## src/rtl/rob_commit_if.sv

```systemverilog
// Bundle between dispatch, execute writeback, issue lookup and retire on one side
// and the reorder buffer on the other.
interface rob_commit_if #(
  parameter int DEPTH = 16,
  parameter int IDX_W = 4
);
  logic             flush;
  logic             alloc_req;
  logic [4:0]       alloc_dest_reg;
  logic             alloc_dest_valid;
  logic             alloc_ready;
  logic [IDX_W-1:0] alloc_idx;
  logic             wb_valid;
  logic [IDX_W-1:0] wb_idx;
  logic [31:0]      wb_result_hi;
  logic [31:0]      wb_result_lo;
  logic [IDX_W-1:0] rd_idx;
  logic             rd_ready;
  logic [31:0]      rd_data;
  logic             rf_we;
  logic [4:0]       rf_waddr;
  logic [31:0]      rf_wdata;
  logic             commit_valid;
  logic [IDX_W-1:0] commit_idx;
  logic [31:0]      commit_result_hi;
  logic [IDX_W:0]   count;
  logic             empty;

  modport master (
    output flush, alloc_req, alloc_dest_reg, alloc_dest_valid,
           wb_valid, wb_idx, wb_result_hi, wb_result_lo, rd_idx,
    input  alloc_ready, alloc_idx, rd_ready, rd_data,
           rf_we, rf_waddr, rf_wdata, commit_valid, commit_idx,
           commit_result_hi, count, empty
  );

  modport slave (
    input  flush, alloc_req, alloc_dest_reg, alloc_dest_valid,
           wb_valid, wb_idx, wb_result_hi, wb_result_lo, rd_idx,
    output alloc_ready, alloc_idx, rd_ready, rd_data,
           rf_we, rf_waddr, rf_wdata, commit_valid, commit_idx,
           commit_result_hi, count, empty
  );
endinterface

```

## src/rtl/rob_commit.sv

```systemverilog
// Reorder buffer: in-order allocate, out-of-order writeback by index, in-order
// single-entry retire to the register file, plus a combinational operand lookup.
module rob_commit #(
  parameter int DEPTH = 16,
  parameter int IDX_W = 4
) (
  input  logic         clock,
  input  logic         reset_n,
  rob_commit_if.slave  rob
);
  localparam logic [IDX_W:0] FULL_COUNT = (IDX_W+1)'(DEPTH);

  logic [DEPTH-1:0] valid_reg;
  logic [DEPTH-1:0] done_reg;
  logic [DEPTH-1:0] dest_en_reg;
  logic [4:0]       dest_addr_reg [DEPTH];
  logic [31:0]      res_hi_reg    [DEPTH];
  logic [31:0]      res_lo_reg    [DEPTH];

  logic [IDX_W-1:0] head_reg;
  logic [IDX_W-1:0] tail_reg;
  logic [IDX_W:0]   count_reg;

  logic             commit_valid_reg;
  logic [IDX_W-1:0] commit_idx_reg;
  logic [31:0]      commit_hi_reg;
  logic             rf_we_reg;
  logic [4:0]       rf_waddr_reg;
  logic [31:0]      rf_wdata_reg;

  logic alloc_ready;
  logic alloc_fire;
  logic commit_fire;
  logic wb_hit;
  logic bypass;

  assign alloc_ready = (count_reg < FULL_COUNT);
  // Flush wins over every same-cycle event.
  assign alloc_fire  = rob.alloc_req && alloc_ready && !rob.flush;
  assign commit_fire = valid_reg[head_reg] && done_reg[head_reg] && !rob.flush;
  assign wb_hit      = rob.wb_valid && valid_reg[rob.wb_idx] && !rob.flush;

  // The tail slot is never valid while count < DEPTH, so allocate and
  // writeback cannot target the same entry in one cycle.
  for (genvar gi = 0; gi < DEPTH; gi++) begin : g_entry
    always_ff @(posedge clock or negedge reset_n) begin
      if (!reset_n) begin
        valid_reg[gi]     <= 1'b0;
        done_reg[gi]      <= 1'b0;
        dest_en_reg[gi]   <= 1'b0;
        dest_addr_reg[gi] <= '0;
        res_hi_reg[gi]    <= '0;
        res_lo_reg[gi]    <= '0;
      end else if (rob.flush) begin
        valid_reg[gi] <= 1'b0;
        done_reg[gi]  <= 1'b0;
      end else begin
        if (alloc_fire && (tail_reg == IDX_W'(gi))) begin
          valid_reg[gi]     <= 1'b1;
          done_reg[gi]      <= 1'b0;
          dest_en_reg[gi]   <= rob.alloc_dest_valid;
          dest_addr_reg[gi] <= rob.alloc_dest_reg;
        end else if (commit_fire && (head_reg == IDX_W'(gi))) begin
          valid_reg[gi] <= 1'b0;
        end
        if (wb_hit && (rob.wb_idx == IDX_W'(gi))) begin
          done_reg[gi]   <= 1'b1;
          res_hi_reg[gi] <= rob.wb_result_hi;
          res_lo_reg[gi] <= rob.wb_result_lo;
        end
      end
    end
  end

  always_ff @(posedge clock or negedge reset_n) begin
    if (!reset_n) begin
      head_reg  <= '0;
      tail_reg  <= '0;
      count_reg <= '0;
    end else if (rob.flush) begin
      head_reg  <= '0;
      tail_reg  <= '0;
      count_reg <= '0;
    end else begin
      if (alloc_fire)  tail_reg <= tail_reg + IDX_W'(1);
      if (commit_fire) head_reg <= head_reg + IDX_W'(1);
      case ({alloc_fire, commit_fire})
        2'b10:   count_reg <= count_reg + (IDX_W+1)'(1);
        2'b01:   count_reg <= count_reg - (IDX_W+1)'(1);
        default: count_reg <= count_reg;
      endcase
    end
  end

  always_ff @(posedge clock or negedge reset_n) begin
    if (!reset_n) begin
      commit_valid_reg <= 1'b0;
      commit_idx_reg   <= '0;
      commit_hi_reg    <= '0;
      rf_we_reg        <= 1'b0;
      rf_waddr_reg     <= '0;
      rf_wdata_reg     <= '0;
    end else if (commit_fire) begin
      commit_valid_reg <= 1'b1;
      commit_idx_reg   <= head_reg;
      commit_hi_reg    <= res_hi_reg[head_reg];
      rf_we_reg        <= dest_en_reg[head_reg];
      rf_waddr_reg     <= dest_addr_reg[head_reg];
      rf_wdata_reg     <= res_lo_reg[head_reg];
    end else begin
      commit_valid_reg <= 1'b0;
      commit_idx_reg   <= '0;
      commit_hi_reg    <= '0;
      rf_we_reg        <= 1'b0;
      rf_waddr_reg     <= '0;
      rf_wdata_reg     <= '0;
    end
  end

  // Same-cycle writeback to the looked-up entry is forwarded.
  assign bypass = rob.wb_valid && (rob.wb_idx == rob.rd_idx) && valid_reg[rob.rd_idx];

  assign rob.rd_ready         = bypass || (valid_reg[rob.rd_idx] && done_reg[rob.rd_idx]);
  assign rob.rd_data          = bypass ? rob.wb_result_lo : res_lo_reg[rob.rd_idx];
  assign rob.alloc_ready      = alloc_ready;
  assign rob.alloc_idx        = tail_reg;
  assign rob.count            = count_reg;
  assign rob.empty            = (count_reg == '0);
  assign rob.commit_valid     = commit_valid_reg;
  assign rob.commit_idx       = commit_idx_reg;
  assign rob.commit_result_hi = commit_hi_reg;
  assign rob.rf_we            = rf_we_reg;
  assign rob.rf_waddr         = rf_waddr_reg;
  assign rob.rf_wdata         = rf_wdata_reg;
endmodule

```

## src/flat_wrapper.sv

```systemverilog
// flat-port wrapper written by rule: the top's interface ports become plain ports
module rob_commit_flat 
#(
  parameter int DEPTH = 16,
  parameter int IDX_W = 4
)
  (clock, reset_n, rob_flush, rob_alloc_req, rob_alloc_dest_reg, rob_alloc_dest_valid, rob_wb_valid, rob_wb_idx, rob_wb_result_hi, rob_wb_result_lo, rob_rd_idx, rob_alloc_ready, rob_alloc_idx, rob_rd_ready, rob_rd_data, rob_rf_we, rob_rf_waddr, rob_rf_wdata, rob_commit_valid, rob_commit_idx, rob_commit_result_hi, rob_count, rob_empty);
  rob_commit_if #(.DEPTH(DEPTH), .IDX_W(IDX_W)) rob_i ();
  input  logic clock;
  input  logic reset_n;
  input wire logic [$bits(rob_i.flush)-1:0] rob_flush;
  input wire logic [$bits(rob_i.alloc_req)-1:0] rob_alloc_req;
  input wire logic [$bits(rob_i.alloc_dest_reg)-1:0] rob_alloc_dest_reg;
  input wire logic [$bits(rob_i.alloc_dest_valid)-1:0] rob_alloc_dest_valid;
  input wire logic [$bits(rob_i.wb_valid)-1:0] rob_wb_valid;
  input wire logic [$bits(rob_i.wb_idx)-1:0] rob_wb_idx;
  input wire logic [$bits(rob_i.wb_result_hi)-1:0] rob_wb_result_hi;
  input wire logic [$bits(rob_i.wb_result_lo)-1:0] rob_wb_result_lo;
  input wire logic [$bits(rob_i.rd_idx)-1:0] rob_rd_idx;
  output wire logic [$bits(rob_i.alloc_ready)-1:0] rob_alloc_ready;
  output wire logic [$bits(rob_i.alloc_idx)-1:0] rob_alloc_idx;
  output wire logic [$bits(rob_i.rd_ready)-1:0] rob_rd_ready;
  output wire logic [$bits(rob_i.rd_data)-1:0] rob_rd_data;
  output wire logic [$bits(rob_i.rf_we)-1:0] rob_rf_we;
  output wire logic [$bits(rob_i.rf_waddr)-1:0] rob_rf_waddr;
  output wire logic [$bits(rob_i.rf_wdata)-1:0] rob_rf_wdata;
  output wire logic [$bits(rob_i.commit_valid)-1:0] rob_commit_valid;
  output wire logic [$bits(rob_i.commit_idx)-1:0] rob_commit_idx;
  output wire logic [$bits(rob_i.commit_result_hi)-1:0] rob_commit_result_hi;
  output wire logic [$bits(rob_i.count)-1:0] rob_count;
  output wire logic [$bits(rob_i.empty)-1:0] rob_empty;
  assign rob_i.flush = rob_flush;
  assign rob_i.alloc_req = rob_alloc_req;
  assign rob_i.alloc_dest_reg = rob_alloc_dest_reg;
  assign rob_i.alloc_dest_valid = rob_alloc_dest_valid;
  assign rob_i.wb_valid = rob_wb_valid;
  assign rob_i.wb_idx = rob_wb_idx;
  assign rob_i.wb_result_hi = rob_wb_result_hi;
  assign rob_i.wb_result_lo = rob_wb_result_lo;
  assign rob_i.rd_idx = rob_rd_idx;
  assign rob_alloc_ready = rob_i.alloc_ready;
  assign rob_alloc_idx = rob_i.alloc_idx;
  assign rob_rd_ready = rob_i.rd_ready;
  assign rob_rd_data = rob_i.rd_data;
  assign rob_rf_we = rob_i.rf_we;
  assign rob_rf_waddr = rob_i.rf_waddr;
  assign rob_rf_wdata = rob_i.rf_wdata;
  assign rob_commit_valid = rob_i.commit_valid;
  assign rob_commit_idx = rob_i.commit_idx;
  assign rob_commit_result_hi = rob_i.commit_result_hi;
  assign rob_count = rob_i.count;
  assign rob_empty = rob_i.empty;
  rob_commit #(.DEPTH(DEPTH), .IDX_W(IDX_W)) u_core (.clock(clock), .reset_n(reset_n), .rob(rob_i));
endmodule
```

## config.mk

```make
export PLATFORM = sky130hd
export DESIGN_NAME = rob_commit_flat
export DESIGN_NICKNAME = d
export VERILOG_FILES = /design/src/rtl/rob_commit_if.sv /design/src/rtl/rob_commit.sv /design/src/flat_wrapper.sv
export SDC_FILE = /design/constraint.sdc
export NUM_CORES = 2
export LEC_CHECK = 0
export CORE_AREA = 10 10 356 358
export DETAILED_ROUTE_END_ITERATION = 10
export DIE_AREA = 0 0 366 368
export MAX_ROUTING_LAYER = met4
export PLACE_DENSITY = 0.67
export SETUP_SLACK_MARGIN = 0.2
export SKIP_LAST_GASP = 1
export SYNTH_ARGS = -nofsm -noshare
export SYNTH_HDL_FRONTEND = slang
export SYNTH_SLANG_ARGS = --single-unit
```

## constraint.sdc

```tcl
create_clock -name clock -period 6.2 [get_ports clock]
set_input_delay 1.24 -clock clock [delete_from_list [all_inputs] [get_ports clock]]
set_output_delay 1.24 -clock clock [all_outputs]
set_load 0.05 [all_outputs]
```

==> reports/results.tsv <==
metric	value	unit
Synth Area in Adders	0.2106	%
initial antenna violation count	15	
Max Freq	0.2019	GHz
Cell Pwr Density	262.2	nW/um^2
post_cts resized	0	
critical path class	primary input to output pin	
CP bufs+invs	2	
Post-route DRC	0	
RSZ-0062 raised after global routing	false	
Clock Skew	0.01863	ns
final setup vio count	0	
via count	33870	
Post-CTS Setup Bufs	0	
Top delay family on crit path	buffers and inverters	
CTS Buf Count	136	
Post-synth EDFFs	0	
worst path cell trace	clkdlybuf4s50_1 > xor2_1 > nor4_1 > o21a_1 > clkdlybuf4s50_1	
Setup TNS Final	0	ns
layout cells sized above 1	53.85	%
Initial Utilization	49.78	%
post-route setup slack	1.247	ns
Yosys reg bits	1240	
xor/xnor share of the synthesized area	0.1474	%
clk_lat worst skew	0.75	ns
critical path launch point type	primary input	
Die Wd	366	um
RR Startpoint	u_core.head_reg[2]$_DFFE_PN0P_	
Worst Tran Pin Value	1.102	ns
WL/cell	28.39	um
FF-to-FF path depth	10	
CTS root buf	clkbuf_16	
H-tree levels	4	
Die Area	134700	sq um
Post-Synthesis Cell Area	59400	sq um
Slew HR	26.53	%
clock-pin slew on the worst setup and hold paths	0.06	ns
slowest stage delay, CP	0.86	ns
Post-synth top flop	dfrtp_1	
Ports	202	
Final nets	3740	
drt via density	6.297	
Data required, critical path	4.96	ns
flop2flop setup slack	2.13	ns
Core ar.	119300	sq um
largest family of logic cells by synthesized area	multiplexers	
Yosys warning count	0	
commonest non-fill, non-tap cell in the layout	dfrtp_1	
GRT Util Overall	23.48	%
average footprint of a synthesized cell	16.65	sq um
dpl ws	1.214	ns
min-delay worst type	primary input to async pin	
Routed Antenna Nets	0	
critical path's slowest cell	clkdlybuf4s50_1	
Port Buffer Count	201	
CP Capture Type	output pin	
FFs w/ async S/R, synth	100.0	%
1st-pass router iterations	7	
CP most frequent cell	clkdlybuf4s50_1	
Die Y	368	um
Starting DRT DRC Count	2363	
Hold Vio Cnt, Final	0	
sequential element share of the synthesized area	52.24	%
area growth from synthesis to layout	13.35	%
Max VDD drop	0.2675	mV
GP Congestion	0.8213	
P_leak	31.71	nW
CTS Sinks	1240	
post-synth cell types	53	
RR Endpoint	u_core.rob.count[2]$_DFFE_PN0P_	
Syn Nets	3661	
status	finished clean	
Congestion Overflow GR	0	
Syn Inst Count	3568	
# rows	127	
crit share post-route	79.89	%
commonest cells after routing, fill and taps aside	dfrtp_1 (1237), mux2_2 (1147), mux4_2 (523)	
largest net degree at the start of global routing	174	
Simple-Gate Fraction of Synth Area	2.110	%
Max Cap Viol	0	
vias in the first global route	35790	
total routed wirelength	152700	um
fin crit period	4.953	ns
critical path arrival	3.71	ns
first-pass GRT wire length	235200	um
CTS tree	built	
post-synthesis compound-gate area fraction	0.7540	%
CTS Buffer Depth	3	
Final Max Slew Viols	0	
cts hold-fix bufs	0	
Final Core Density	56.42	%
multiplexer area fraction after synthesis	41.73	%
Fillers	9338	
Max Fanout on Critical Path	5	
hpwl dp	83080	um
[how the worst max path moves through the flow]
stage,to,cells past startpoint,slack [ns],start
6_report,rob_rd_ready,5,1.25,rob_wb_idx[2]
5_1_grt,rob_rd_data[18],6,1.10,rob_rd_idx[0]
4_1_cts,rob_rd_data[18],6,1.21,rob_rd_idx[0]
3_5_place_dp,rob_rd_data[18],6,1.21,rob_rd_idx[0]
3_3_place_gp,rob_rd_data[18],6,1.22,rob_rd_idx[0]
2_1_floorplan,rob_rd_data[0],5,1.58,rob_rd_idx[0]
[per-layer routing]
layer  vias to the layer above  routed length [um]  GRT usage (%)
li1                      13930                   -              -
met1                     18690               67610          32.18
met2                       972               71740          35.58
met3                       279                8758          4.393
met4                         0                4583          7.503
met5                         -                   0              -
[cells in the mapped netlist (4+ instances only)]
cell type,n,share of area (%)
nor2_1,20,0.13
inv_1,26,0.16
buf_2,98,0.83
a31o_2,4,0.059
and3_1,71,0.75
xnor2_1,4,0.059
xor2_1,6,0.088
mux2_2,1147,22
nor3_1,9,0.076
nor2b_1,6,0.063
a21oi_1,8,0.067
a311o_1,9,0.15
mux2_1,5,0.095
nand2_1,44,0.28
ha_1,10,0.21
nand3b_1,6,0.076
a32o_1,9,0.15
buf_6,28,0.53
buf_1,14,0.088
clkbuf_1,185,1.2
nor4_1,4,0.042
nand3_1,29,0.24
o21ai_0,8,0.067
nand4_1,9,0.095
mux4_2,523,20
nand2_2,6,0.063
dfrtp_1,1240,52
[stage by stage]
step	hold WS [ns]	total power, mW	std cells	instance area [sq um]
global placement	0.4817	9.542	5121	62720
detailed placement	0.4875	9.565	5121	62720
CTS	0.4891	17.84	5367	67300
floorplan	0.4738	9.101	3568	59400
global route	0.5063	18.29	5378	67330
finish	0.4878	17.66	5379	67330
[kinds of logic (layout without fill, tap and decap cells)]
group,count (synthesis),in the layout
compound gates,56,56
xor+xnor,10,10
fa+ha+maj,10,10
buf+inv,354,541
flops,1240,1240
mux,1677,1677
other cells,0,12
simple gates,221,221
[cell type report]
class	count	area, sq um	share of cell area [%]
flip-flops and latches	1240	31040	46.10
multi-input cells	1974	26890	39.93
clock buffers	205	4014	5.961
repair buffers	269	2671	3.967
well taps	1612	2017	2.995
clock inverters	41	568.0	0.8436
inverters	26	105.1	0.1561
diodes	12	30.03	0.04460
[power breakdown]
| part | switching, mW | total (mW) | internal (mW) |
|---|---|---|---|
| sequential | 0.123 | 8.43 | 8.30 |
| clock | 3.37 | 8.25 | 4.88 |
| combinational | 0.534 | 0.979 | 0.445 |
| total | 4.03 | 17.7 | 13.6 |
Note: power is estimated with default switching activity, not from simulation.
